**config.mk**
```make
export PLATFORM = sky130hd
export DESIGN_NAME = ifetch_unit
export DESIGN_NICKNAME = d
export VERILOG_FILES = /design/src/rtl/ifetch_unit.sv
export SDC_FILE = /design/constraint.sdc
export NUM_CORES = 1
export LEC_CHECK = 0
export ABC_AREA = 1
export BUFFER_PORTS_ARGS = -buffer_cell sky130_fd_sc_hd__buf_2
export CAP_MARGIN = 20
export CELL_PAD_IN_SITES_DETAIL_PLACEMENT = 1
export CELL_PAD_IN_SITES_GLOBAL_PLACEMENT = 1
export CORE_MARGIN = 2
export CORE_UTILIZATION = 51
export CTS_BUF_LIST = sky130_fd_sc_hd__clkbuf_4
export CTS_CLUSTER_SIZE = 40
export DETAILED_ROUTE_END_ITERATION = 10
export GPL_TIMING_DRIVEN = 0
export HOLD_SLACK_MARGIN = 0.12
export MAX_ROUTING_LAYER = met4
export PLACE_DENSITY = 0.87
export SLEW_MARGIN = 20
export SYNTH_ARGS = -nofsm -noshare
export SYNTH_HDL_FRONTEND = slang
export SYNTH_SLANG_ARGS = --single-unit
```
**constraint.sdc**
```tcl
create_clock -name clk -period 11.45 [get_ports clk]
set_input_delay 0.5725 -clock clk [delete_from_list [all_inputs] [get_ports clk]]
set_output_delay 0.5725 -clock clk [all_outputs]
set_load 0.02 [all_outputs]
```
**src/rtl/ifetch_unit.sv**
```systemverilog
// ifetch_unit: sequential instruction fetch with a prefetch FIFO, credit-limited requests and flush on redirect
module ifetch_unit #(
    parameter logic [31:0] RESET_PC = 32'h0000_0000,
    parameter int          DEPTH    = 4
) (
    input  logic        clk,
    input  logic        rst,
    input  logic        redirect_i,
    input  logic [31:0] redirect_pc_i,
    output logic        imem_req_o,
    output logic [31:0] imem_addr_o,
    input  logic        imem_gnt_i,
    input  logic        imem_rvalid_i,
    input  logic [31:0] imem_rdata_i,
    output logic        instr_valid_o,
    input  logic        instr_ready_i,
    output logic [31:0] instr_o,
    output logic [31:0] pc_o,
    output logic [31:0] pc_incr_o
);
    localparam int          AW  = $clog2(DEPTH);
    localparam int          CW  = AW + 1;
    localparam logic [CW:0] CAP = (CW + 1)'(DEPTH);

    logic [31:0]   fpc;
    logic [31:0]   q_pc [DEPTH];
    logic [31:0]   q_in [DEPTH];
    logic [31:0]   pend [DEPTH];
    logic [AW-1:0] q_rd, q_wr, p_rd, p_wr;
    logic [CW-1:0] count, osc, dsc;
    logic [CW:0]   used;
    logic          hs, rv, drop, push, pop;

    assign used          = {1'b0, osc} + {1'b0, count};
    assign imem_req_o    = !rst && !redirect_i && (used < CAP);
    assign imem_addr_o   = fpc;
    assign hs            = imem_req_o && imem_gnt_i;
    assign rv            = imem_rvalid_i && (osc != '0);
    assign drop          = rv && (dsc != '0);
    assign push          = rv && !drop && !redirect_i;
    assign instr_valid_o = !rst && !redirect_i && (count != '0);
    assign pop           = instr_valid_o && instr_ready_i;
    assign instr_o       = instr_valid_o ? q_in[q_rd] : 32'h0000_0013;
    assign pc_o          = instr_valid_o ? q_pc[q_rd] : 32'h0000_0000;
    assign pc_incr_o     = pc_o + 32'd4;

    // Control state: fetch pointer, credit/discard counters and queue pointers; redirect flushes everything buffered
    always_ff @(posedge clk) begin
        if (rst) begin
            fpc   <= RESET_PC;
            osc   <= '0;
            dsc   <= '0;
            count <= '0;
            q_rd  <= '0;
            q_wr  <= '0;
            p_rd  <= '0;
            p_wr  <= '0;
        end else begin
            osc <= osc + CW'(hs) - CW'(rv);
            if (redirect_i) begin
                fpc   <= redirect_pc_i & 32'hFFFF_FFFC;
                dsc   <= dsc + osc - CW'(rv);
                count <= '0;
                q_rd  <= '0;
                q_wr  <= '0;
                p_rd  <= '0;
                p_wr  <= '0;
            end else begin
                if (hs) begin
                    fpc  <= fpc + 32'd4;
                    p_wr <= p_wr + AW'(1);
                end
                if (drop) dsc <= dsc - CW'(1);
                if (push) begin
                    q_wr <= q_wr + AW'(1);
                    p_rd <= p_rd + AW'(1);
                end
                if (pop) q_rd <= q_rd + AW'(1);
                count <= count + CW'(push) - CW'(pop);
            end
        end
    end

    // Storage: pending-pc queue records granted addresses, FIFO pairs each accepted word with its pc
    always_ff @(posedge clk) begin
        if (hs) pend[p_wr] <= fpc;
        if (push) begin
            q_pc[q_wr] <= pend[p_rd];
            q_in[q_wr] <= imem_rdata_i;
        end
    end
endmodule
```
Yosys cells after proc, flatten, opt, wreduce, memory -nomap -nowiden. Memories as Yosys holds them, arrays and structs flattened. A register that Yosys moved wholly into a read port is not among the register bits. Index checks and enable logic that the tools add are counted. W data, S select, Z words.

$add $sub $neg: 14. $lt $le $gt $ge: 1. Muxes and demuxes: 16. Reductions and logical operators: 18.

Operators with widths (count): $mux W32 (4); $add A32 B3 Y32 const B (2); $mux W2 (6); $logic_and A1 B1 Y1 (9); $reduce_bool A3 Y1 (3); $sub A3 B1 Y3 (3); $add A2 B1 Y2 const B (4); $add A3 B1 Y3 (2); $mux W3 (2); $add A3 B3 Y4 (1); $lt A4 B3 Y1 const B (1); $mux W1 (4); $reduce_bool A2 Y1 (2); $add A3 B3 Y3 (1); $logic_not A1 Y1 (3); $sub A3 B1 Y3 const B (1); $reduce_or A2 Y1 (1).

Flip-flop bits (word level): 49. Memory bits (writable): 384. Bits of input ports: 70. Output and inout bits: 130. Word-level logic and storage cells: 61. Memories kept: 3.

Memories: pend (words 4, bits a word 32, read ports 1, clocked after Yosys merged registers in 1, write ports 1, line 28) `logic [31:0] pend [DEPTH];`; q_in (words 4, bits a word 32, read ports 1, clocked after Yosys merged registers in 1, write ports 1, line 27) `logic [31:0] q_in [DEPTH];`; q_pc (words 4, bits a word 32, read ports 1, clocked after Yosys merged registers in 1, write ports 1, line 26) `logic [31:0] q_pc [DEPTH];`.

Longest topological paths before layout.
Depth in word-level cells: 8. Depth in mapped cells: 17.

Worst setup path before layout. OpenSTA, ideal clock, no wires.

Kind: input to register. Start: input imem_rvalid_i. End: memory q_in[0][0], enable pin. Library setup time: 482 ps. Arrival: 3665 ps. Data required time: 10968 ps. Path slack: 7302 ps. Stages on the path: 4. Path through: o31a_1 nand4_1 clkbuf_1 nor2_1.

Cells in the longest elaborated chain, start to end: 7.

Ends and longest elaborated chain: start, declared (line 13) `input logic imem_rvalid_i,`; $logic_and A1 B1 Y1 (*) (line 38) `assign rv = imem_rvalid_i && (osc != '0);`; $logic_and A1 B1 Y1 (line 39) `assign drop = rv && (dsc != '0);`; $logic_not A1 Y1 (line 40) `assign push = rv && !drop && !redirect_i;`; $logic_and A1 B1 Y1 (*) (2 in series) (line 40); $mux W1 (*) (line 87) `if (push) begin`; $mux W1 (implied by the code) (*) (line 89) `q_in[q_wr] <= imem_rdata_i;`; end, declared (line 27).

Every way passes the cells marked *; elsewhere a longest branch is shown, timed or not.

Final worst setup path.
Start: input rst. End: output pc_incr_o[16].

Cells in the longest elaborated chain, start to end: 5.

Ends and longest elaborated chain: start, declared (line 7) `input logic rst,`; $logic_not A1 Y1 (line 41) `assign instr_valid_o = !rst && !redirect_i && (count != '0);`; $logic_and A1 B1 Y1 (2 in series) (line 41); $mux W32 (line 44) `assign pc_o = instr_valid_o ? q_pc[q_rd] : 32'h0000_0000;`; $add A32 B3 Y32 (line 45) `assign pc_incr_o = pc_o + 32'd4;`; end, declared (line 19) `output logic [31:0] pc_incr_o`.

Every way passes these cells.

==> results_dict.tcl <==
set metrics [dict create \
    r2r_start "count[1]$_SDFF_PP0_" \
    fin_util_pct 62.7 \
    required_ns 10.88 \
    regArea_um2 12100 \
    synth_top_flop_cell "edfxtp_1" \
    crit_type "in -> out" \
    dr_wl_met3_um 5430 \
    peakVddDrop_v 0.000102 \
    place_area_um2 21000 \
    setup_tns_ns 0 \
    syn_area_um2 19000 \
    num-nets-final 2358 \
    clock_sink_count 419 \
    via_count 16312 \
    cp_num_buf_inv 9 \
    area_growth_pct 20.9 \
    dieWidth_um 197 \
    viasPerCell 5.79 \
    synth.avg_cell_area_um2 10.0 \
    slew_headroom_pct 41.6 \
    h-tree-depth 3 \
    ctsResizeCount 0 \
    routedWlPerCell_um 24.2 \
    finalWeightedCongestion 0.919 \
    dr.max_layer_used "met4" \
    grt_max_degree 24 \
    ys_ff_latch 419 \
    reg2reg_slack_ns 8.30 \
    crit_chain "dlygate4sd3_1 > buf_6 > nor2_4 > nand2_4 > clkinv_2 > buf_12 > buf_4 > buf_2 > nand2_1 > inv_1 > ha_1 > inv_1 > nor2_4 > nand2_2 > nor2_1 > xor2_1 > buf_2" \
    die_height_um 197 \
    clock-root-buffer "clkbuf_4" \
    drt_iter0_markers 1558 \
    dr.pass1.iters 5 \
    coreArea_um2 36600 \
    dp_hpwl_um 42500 \
    regToRegEndpoint "osc[2]$_SDFF_PP0_" \
    grt_antenna_before_repair 2 \
    drt_wl_total_um 68100 \
    ant_nets 0 \
    synth.yosys.seq_area_share_pct 63.6 \
    grt_util_all_layers_pct 36.7 \
    hold_depth 5 \
    crit_path_end_kind "output pin" \
    whs_ns 0.187 \
    setup_viol 0 \
    die_area_um2 38800 \
    cts_tree "yes" \
    cp_max_fo 10 \
    synth_warnings 0 \
    slowest_stage "dlygate4sd3_1" \
    ff2ff_path_depth 12 \
    fin_crit_sh_pct 40.0 \
    cpPeakStageDelay_ns 0.56 \
    final_layout_size_suffix_gt1_share_pct 19.9 \
    period_needed_ns 4.58 \
    final_common_cell "edfxtp_1" \
    rsz0062_at_grt "false" \
    critical_path_arrival_ns 4.01 \
    std_cell_rows 70 \
    finalClockSkew_ns 0.0723 \
    fmax_mhz 218 \
    portBuffers 190 \
    p_leak_nw 9.54 \
    cap_viol_max_count 0 \
    synthCells 1891 \
    powerDensity_nw_per_um2 152 \
    final_cells 2817 \
    synth_edf_count 368 \
    mostFrequentLayoutCells "edfxtp_1 (368), nand2_1 (365), nor2_1 (293)" \
    fillCellCount 4093 \
    slew_violations 0 \
    routedLengthMet1_um 25400 \
    hp-class "in -> reg" \
    min_from "redirect_pc_i[12]" \
    synthDistinctLibCells 43 \
    cts.path.max_buffers 3 \
    dp.cells 2571 \
    cp-start-kind "input pin" \
    finalInstanceArea_um2 22900 \
    final_hold_viol_count 0 \
    cts.clk_slew.worst_paths_ns 0.06 \
    ios 200 \
    grt_overflow 0 \
    async_flop_share_pct 0 \
    cts_buffers 104 \
    tightest_slew_ns 0.865 \
    initial_core_util_pct 51.8 \
    whs_endpoint "imem_addr_o[12]$_SDFFE_PP0P_" \
    insertion_delay_ns 0.84 \
    drcViolationCount 0 \
    wl_met2_um 34400 \
    status "finished clean" \
    path_delay_family "buffers and inverters" \
    grt_first_pass_wirelength_um 104000 \
    first_global_vias 17938 \
    multi_input_comb_area_um2 5690 \
]
## cells in the mapped netlist, drive strengths merged, types with 2 or more instances
cell type    n  area share, %
nor3        10           0.32
nor2       320            6.8
dfxtp       51            5.4
or2          4           0.13
o211ai       4           0.16
xor2        33            1.5
o21ai      151            4.0
a22oi        2          0.079
buf         54            1.9
o311ai       3           0.14
xnor2        8           0.37
nand4       11           0.36
inv        210            4.2
ha          21            1.4
nand2      376            7.6
a21oi       61            1.6
o22ai       30           0.99
nand3      118            3.2
fa           3           0.32
clkbuf      36           0.71
edfxtp     368             58
a31oi        8           0.26
## cell type report
cell class / instances / area share, %
diodes: 2 / 0.0218
plain buffers: 90 / 2.18
clock buffers: 151 / 4.94
clock inverters: 38 / 1.01
inverters: 211 / 3.46
multi-input cells: 1176 / 24.8
flip-flops and latches: 419 / 52.6
well taps: 468 / 2.55
repair buffers: 262 / 8.43
## worst max path at each step
stage | from | to | slack (ns) | cells past startpoint
final | rst | pc_incr_o[16] | 6.87 | 17
after global routing | rst | pc_incr_o[16] | 6.73 | 17
after CTS | rst | pc_incr_o[16] | 6.99 | 17
after detailed placement | rst | pc_incr_o[16] | 7.58 | 16
after global placement | imem_rvalid_i | q_pc[1][14]$_DFFE_PP_ | 5.06 | 5
after floorplan | imem_rvalid_i | q_in[0][0]$_DFFE_PP_ | 7.30 | 4
## logic make-up after synthesis
group	share of synthesized area, %
DFF	63.6
adders and majority gates	1.70
buffers and inverters	6.81
and+or+nand+nor	18.5
other	0.0198
xor gates and xnor gates	1.89
AOI/OAI and AO/OA	7.43
## routing by layer
metal  vias to the layer above  track usage [%]
li1                       7093                -
met1                      7988             42.2
met2                       984             61.9
met3                       247             6.71
met4                         0             18.7
met5                         -                -
## worst register-to-register path, cell delays in order, from the launching register on
cell     delay (ns)
dfxtp_1        0.43
ha_1           0.27
nand3_1        0.09
nand2_1        0.10
nor3_4         0.22
nand2_2        0.18
buf_1          0.35
ha_1           0.40
inv_1          0.04
ha_1           0.19
fa_1           0.37
or2_2          0.30
a21oi_1        0.13
## report_power, final
part	internal, mW	switching, mW
registers	1.72	0.0466
clock network	0.675	0.689
logic	0.120	0.224
## state kept, by name, summed over array words and instances (netlist names), 3 cells and up, named ones only
register	flops
count	3
dsc	3
imem_addr_o	30
osc	3
pend	120
q_in	128
q_pc	120
## per-stage QoR
step	setup slack, ns	total power, mW
5_1_grt	6.73	3.59
6_report	6.87	3.48
3_3_place_gp	5.06	2.07
3_5_place_dp	7.58	2.11
4_1_cts	6.99	3.42
2_1_floorplan	7.30	1.98
## what timing repair did
action	in CTS	in global routing
hold endpoints to repair	152	0
hold buffers	55	0
buffers inserted	0	0
Power figures use the tool's default switching activity.
